### src/rtl/tile_line_fetcher_pkg.sv
// Shared constants and state encoding for the tile line fetcher and its pixel shifter.
// The tilemap is 40x30 tiles and the tile ROM returns one 16-pixel row of 4-bit colours per read.
package tile_line_fetcher_pkg;

  localparam int TILE_WIDTH       = 16;
  localparam int PIXEL_BITS       = 4;
  localparam int TILE_ROW_BITS    = 64;
  localparam int TILES_PER_ROW    = 40;
  localparam int MAP_ADDR_WIDTH   = 11;
  localparam int TILE_INDEX_WIDTH = 6;
  localparam int MAP_ROW_WIDTH    = 5;
  localparam int FETCH_LATENCY    = 4;
  localparam int COL_WIDTH        = 6;

  typedef enum logic {
    IDLE   = 1'b0,
    ACTIVE = 1'b1
  } state_e;

  // The product is truncated to the map address width; rows past the map are not range-checked.
  function automatic logic [MAP_ADDR_WIDTH-1:0] rowBase(input logic [MAP_ROW_WIDTH-1:0] mapRow);
    return MAP_ADDR_WIDTH'(32'(mapRow) * 32'(TILES_PER_ROW));
  endfunction

endpackage

### src/rtl/tile_line_fetcher_shifter.sv
// Serialises one 64-bit tile row into 16 colour indices, most significant nibble first.
// A load on the cycle of pixel 15 keeps consecutive tiles gap-free; clear drops the stream at once.
module tile_pixel_shifter
  import tile_line_fetcher_pkg::*;
(
  input  logic                     clock,
  input  logic                     reset_n,
  input  logic                     clear_i,
  input  logic                     load_i,
  input  logic [TILE_ROW_BITS-1:0] row_i,
  output logic                     pixel_valid_o,
  output logic [PIXEL_BITS-1:0]    pixel_o
);

  localparam logic [3:0] LAST_PIXEL = 4'(TILE_WIDTH - 1);

  logic [TILE_ROW_BITS-1:0] shift_q, shift_d;
  logic [3:0]               phase_q, phase_d;
  logic                     valid_q, valid_d;

  always_comb begin
    shift_d = shift_q;
    phase_d = phase_q;
    valid_d = valid_q;
    if (clear_i) begin
      shift_d = '0;
      phase_d = '0;
      valid_d = 1'b0;
    end else if (load_i) begin
      shift_d = row_i;
      phase_d = '0;
      valid_d = 1'b1;
    end else if (valid_q) begin
      shift_d = {shift_q[TILE_ROW_BITS-PIXEL_BITS-1:0], {PIXEL_BITS{1'b0}}};
      phase_d = phase_q + 4'd1;
      if (phase_q == LAST_PIXEL) begin
        valid_d = 1'b0;
      end
    end
  end

  always_ff @(posedge clock or negedge reset_n) begin
    if (!reset_n) begin
      shift_q <= '0;
      phase_q <= '0;
      valid_q <= 1'b0;
    end else begin
      shift_q <= shift_d;
      phase_q <= phase_d;
      valid_q <= valid_d;
    end
  end

  assign pixel_valid_o = valid_q;
  assign pixel_o       = valid_q ? shift_q[TILE_ROW_BITS-1 -: PIXEL_BITS] : '0;

endmodule

### src/rtl/tile_line_fetcher.sv
// Walks one tilemap row per scanline, fetching a tile index and then its ROM row every 16 cycles.
// Map read, tile read and shifter load form a three-stage pipeline that lines up with the pixel stream.
module tile_line_fetcher
  import tile_line_fetcher_pkg::*;
(
  input  logic                        clock,
  input  logic                        reset_n,
  input  logic                        line_start,
  input  logic [MAP_ROW_WIDTH-1:0]    map_row,
  input  logic [3:0]                  row_in,
  output logic                        map_read,
  output logic [MAP_ADDR_WIDTH-1:0]   map_addr,
  input  logic [TILE_INDEX_WIDTH-1:0] map_data,
  output logic                        tile_read,
  output logic [TILE_INDEX_WIDTH-1:0] tile_index,
  output logic [3:0]                  row_index,
  input  logic [TILE_ROW_BITS-1:0]    tile_dout,
  output logic                        pixel_valid,
  output logic [PIXEL_BITS-1:0]       pixel,
  output logic                        line_done
);

  localparam logic [3:0]           LAST_PHASE = 4'(TILE_WIDTH - 1);
  localparam logic [3:0]           DONE_PHASE = 4'(FETCH_LATENCY - 2);
  localparam logic [COL_WIDTH-1:0] LAST_COL   = COL_WIDTH'(TILES_PER_ROW - 1);
  localparam logic [COL_WIDTH-1:0] COL_DONE   = COL_WIDTH'(TILES_PER_ROW);

  state_e                      state_q, state_d;
  logic                        map_read_q, map_read_d;
  logic [MAP_ADDR_WIDTH-1:0]   map_addr_q, map_addr_d;
  logic [COL_WIDTH-1:0]        col_q, col_d;
  logic [3:0]                  phase_q, phase_d;
  logic [3:0]                  row_index_q, row_index_d;
  logic                        pending_q, pending_d;
  logic                        load_q, load_d;
  logic                        line_done_q, line_done_d;

  // phase_q counts 0..15 starting the cycle after line_start; col_q reaching COL_DONE marks the drain.
  always_comb begin
    state_d     = state_q;
    map_read_d  = 1'b0;
    map_addr_d  = map_addr_q;
    col_d       = col_q;
    phase_d     = phase_q;
    row_index_d = row_index_q;
    pending_d   = map_read_q;
    load_d      = pending_q;
    line_done_d = 1'b0;
    if (line_start) begin
      state_d     = ACTIVE;
      map_read_d  = 1'b1;
      map_addr_d  = rowBase(map_row);
      col_d       = '0;
      phase_d     = '0;
      row_index_d = row_in;
      pending_d   = 1'b0;
      load_d      = 1'b0;
    end else begin
      case (state_q)
        ACTIVE: begin
          phase_d = phase_q + 4'd1;
          if (phase_q == LAST_PHASE) begin
            if (col_q < LAST_COL) begin
              map_read_d = 1'b1;
              map_addr_d = map_addr_q + MAP_ADDR_WIDTH'(1);
              col_d      = col_q + COL_WIDTH'(1);
            end else if (col_q == LAST_COL) begin
              col_d = COL_DONE;
            end
          end
          if (col_q == COL_DONE && phase_q == DONE_PHASE) begin
            line_done_d = 1'b1;
            state_d     = IDLE;
          end
        end
        default: begin
          state_d = IDLE;
        end
      endcase
    end
  end

  always_ff @(posedge clock or negedge reset_n) begin
    if (!reset_n) begin
      state_q     <= IDLE;
      map_read_q  <= 1'b0;
      map_addr_q  <= '0;
      col_q       <= '0;
      phase_q     <= '0;
      row_index_q <= '0;
      pending_q   <= 1'b0;
      load_q      <= 1'b0;
      line_done_q <= 1'b0;
    end else begin
      state_q     <= state_d;
      map_read_q  <= map_read_d;
      map_addr_q  <= map_addr_d;
      col_q       <= col_d;
      phase_q     <= phase_d;
      row_index_q <= row_index_d;
      pending_q   <= pending_d;
      load_q      <= load_d;
      line_done_q <= line_done_d;
    end
  end

  tile_pixel_shifter u_shifter (
    .clock         (clock),
    .reset_n       (reset_n),
    .clear_i       (line_start),
    .load_i        (load_q),
    .row_i         (tile_dout),
    .pixel_valid_o (pixel_valid),
    .pixel_o       (pixel)
  );

  assign map_read   = map_read_q;
  assign map_addr   = map_addr_q;
  assign tile_read  = pending_q;
  assign tile_index = pending_q ? map_data : '0;
  assign row_index  = row_index_q;
  assign line_done  = line_done_q;

endmodule

### config.mk
export PLATFORM = sky130hd
export DESIGN_NAME = tile_line_fetcher
export DESIGN_NICKNAME = d
export VERILOG_FILES = /design/src/rtl/tile_line_fetcher_pkg.sv /design/src/rtl/tile_line_fetcher_shifter.sv /design/src/rtl/tile_line_fetcher.sv
export SDC_FILE = /design/constraint.sdc
export NUM_CORES = 1
export LEC_CHECK = 0
export ABC_AREA = 0
export ABC_CLOCK_PERIOD_IN_PS = 2100
export BUFFER_PORTS_ARGS = -buffer_cell sky130_fd_sc_hd__buf_2
export CAP_MARGIN = 0
export CORE_ASPECT_RATIO = 1.5
export CORE_MARGIN = 4
export CORE_UTILIZATION = 55
export DETAILED_ROUTE_END_ITERATION = 6
export PLACE_DENSITY = 0.81
export SYNTH_ARGS = -nofsm -noshare
export SYNTH_HDL_FRONTEND = slang
export SYNTH_SLANG_ARGS = --single-unit
### constraint.sdc
create_clock -name clock -period 2.1 [get_ports clock]
set_input_delay 0.21 -clock clock [delete_from_list [all_inputs] [get_ports clock]]
set_output_delay 0.21 -clock clock [all_outputs]
set_load 0.02 [all_outputs]
==> key figures <==
Placed design
  • Dpl hpwl: 8320 um
  • Port Buffers: 110
  • DP Area: 5800 um2
  • Routability Congestion: 0.832
  • Placed insts: 740

Layout
  • Nets: 737
  • Layout Cells excl Fill: 756
  • Share of layout cells above drive strength 1: 0.215
  • Utilization after layout: 0.680
  • Area delta synth->final: 18.7%
  • ANT cells: 0
  • Post-route design area: 6080 um2

Setup path
  • Crit path kind: reg2reg
  • Crit path required time: 2.36 ns
  • Slowest CP cell: a211oi_1
  • CP startpoint kind: flop
  • Peak per-stage delay on the critical path: 0.48 ns
  • Critical Path, Cell by Cell: ha_1 -> a211o_1 -> a211oi_1 -> nand3b_1 -> a31oi_1
  • Worst Setup End Kind: flop
  • Crit-path max FO: 5
  • Critical Path AT: 2.18 ns

Timing
  • Period utilization: 0.914
  • Setup_tns: 0 ns
  • Final Setup Violations: 0
  • Fmax: 521 MHz
  • Rel. slew slack: 0.628
  • Minimum clock period: 1.92 ns
  • Max Transition Viols Final: 0
  • Final hold vios: 0
  • Clock skew: 0.00730 ns
  • RSZ-0062 raised after global routing: false
  • Worst-Margin Slew: 0.559 ns

Drt
  • DR vias/cell: 5.53
  • DR iter-0 viols: 247
  • Remaining DRCs: 0
  • Total Wirelength: 11700 um
  • Routed Antenna Nets: 0
  • DR WL/cell: 15.4 um
  • TritonRoute pass-1 iters: 4
  • DR vias: 4178

Floorplanning
  • Die Area: 10900 um2
  • Initial Util: 0.573
  • Die Wd: 86.8 um
  • Row cnt: 42
  • Ports: 111
  • DIE HEIGHT: 126 um
  • Core box area: 8930 um2

Power
  • PD cells: 677 nW/um2
  • Leakage: 2.93 nW
  • VDD IR max: 0.000448 V
  • Total power: 4.11 mW

Clock network
  • Num CTS Buffers: 9
  • Longest Clk Path Bufs: 2
  • Clock sink count: 99
  • Worst-path clk slew: 0.06 ns
  • H-tree levels: 3
  • CTS root buf: clkbuf_16
  • CTS tree: done
  • Skew-Pair Late Insertion Delay: 0.33 ns

Outcome
  • Status: completed

Synthesis
  • Synth Cell Area: 5120 um2
  • Mapped Nets: 642
  • Synth area leader: dfrtp_1
  • Syn Area/Cell: 9.36 um2
  • #FFs+latches synth: 99
  • Async set or reset register ratio after synthesis: 1.00
  • Synth area leaders: dfrtp_1, mux2i_1, nor2_1
  • Post-synthesis cell type count: 45
  • Seq/Total Area, Yosys: 0.484
  • Ys Warns: 0
  • Primary FF master, synth: dfrtp_1
  • EDFF count, synth: 0
  • Syn Inst Count: 547
  • Synth top area share: 0.484

Worst hold path
  • Worst Hold Class: in2reg

GRT
  • Initial antenna violation count: 0
  • Grt total ovfl: 0
  • Vias in the first global route: 4203
  • Total Routing Usage GR: 0.218
  • First-pass GRT wire length: 19200 um
  • Largest net degree at the start of global routing: 62

Run
  • Max-Cap Viols: 0
[state kept, by name (all words and copies together) (netlist names), 4 cells and up]
signal / count
u_shifter.shift_q: 64
map_addr: 11
col_q: 6
phase_q: 4
row_index: 4
u_shifter.phase_q: 4
[through the flow]
step	hold slack, ns	setup WS [ns]
final	0.0957	0.182
after global routing	0.0918	0.0546
after CTS	0.0882	0.141
after detailed placement	0.184	0.157
after global placement	0.181	0.246
after floorplan	-0.0856	0.368
[cell usage in the layout, fill, tap and decap left out, types with 2 or more instances in the layout]
cell	count
nor3_1	5
clkbuf_16	9
o21ai_0	3
nor2b_1	5
xor2_1	7
nor3b_1	5
nand2_1	15
dfrtp_1	97
nand2b_1	2
xnor2_1	4
inv_1	11
ha_1	12
a21o_1	2
a21oi_1	68
dfrtp_4	2
nand4_1	9
a31oi_1	5
clkbuf_1	3
buf_12	5
o211ai_1	3
nand3_1	11
mux2_1	4
nor2_1	141
buf_2	108
nand3b_1	2
mux2i_1	64
o31ai_1	2
buf_4	8
and2_1	11
or4_1	3
[logic make-up after synthesis]
family                   share of synthesized area
multiplexers                                 0.134
adder cells (fa/ha/maj)                     0.0332
AO/OA/AOI/OAI                                0.101
buffers and inverters                       0.0398
AND/OR/NAND/NOR                              0.189
flip-flops                                   0.484
XOR/XNOR                                    0.0188
[cell usage after synthesis (2+ instances only)]
cell type and count:
a31oi_1 5, nor2b_1 5, clkbuf_1 28, xor2_1 7, nor2_1 141, nand2_1 15, o31ai_1 2, and2_1 11
or4_1 3, dfrtp_1 99, nor3_1 5, nand2b_1 2, nand3_1 11, nand4_1 9, a21oi_1 68, o21ai_0 3
ha_1 12, buf_2 7, xnor2_1 4, nand3b_1 2, o211ai_1 3, mux2_1 4, a21o_1 2, nor3b_1 5
inv_1 11, mux2i_1 64
[report_power, final]
part           switching, mW  leakage [nW]  internal, mW  total, mW
sequential            0.0857          1.33          1.99       2.08
combinational          0.321          1.48         0.241      0.562
clock                  0.646         0.126         0.828       1.47
total                   1.05          2.93          3.06       4.11
[critical path: cells and delay by family, from the launching register on]
kind,cells,cell delay (ns)
DFF,1,0.43
and+or+nand+nor,1,0.14
AOI/OAI and AO/OA,3,1.00
adders and majority gates,1,0.27
[cell type report]
cell class	count	area, um2
tap	110	138
clock buffer	13	250
sequential	99	2480
timing repair buffer	122	711
fill	706	2860
inverter	11	41.3
clock inverter	2	12.5
multi-input combinational	399	2440
[per-layer routing]
| metal | GRT usage | vias to the layer above | part of all wire | wire length, um |
|---|---|---|---|---|
| li1 | - | 2047 | - | - |
| met4 | 0.0633 | 0 | 0.016 | 191 |
| met1 | 0.255 | 2004 | 0.40 | 4630 |
| met3 | 0.0464 | 18 | 0.046 | 534 |
| met5 | 0 | - | 0 | 0 |
| met2 | 0.395 | 109 | 0.54 | 6300 |
[repair_timing]
item,in CTS,in global routing
setup endpoints to repair,0,1
buffers inserted,0,0
hold buffers,1,0
gates resized for setup,0,1
endpoints found under the hold margin,31,0
[worst paths after layout]
check                      slack, ns               endpoint  depth (start not counted)         start
max reg2reg                     0.18            map_addr[7]                          5      col_q[0]
min                              0.1           row_index[1]                          2     row_in[1]
max                             0.18            map_addr[7]                          5      col_q[0]
max in group asynchronous       1.12                 load_q                          3       reset_n
min in group asynchronous       0.36  u_shifter.shift_q[49]                          2       reset_n
min reg2reg                     0.48           row_index[0]                          1  row_index[0]
Note: power is estimated with default switching activity, not from simulation.
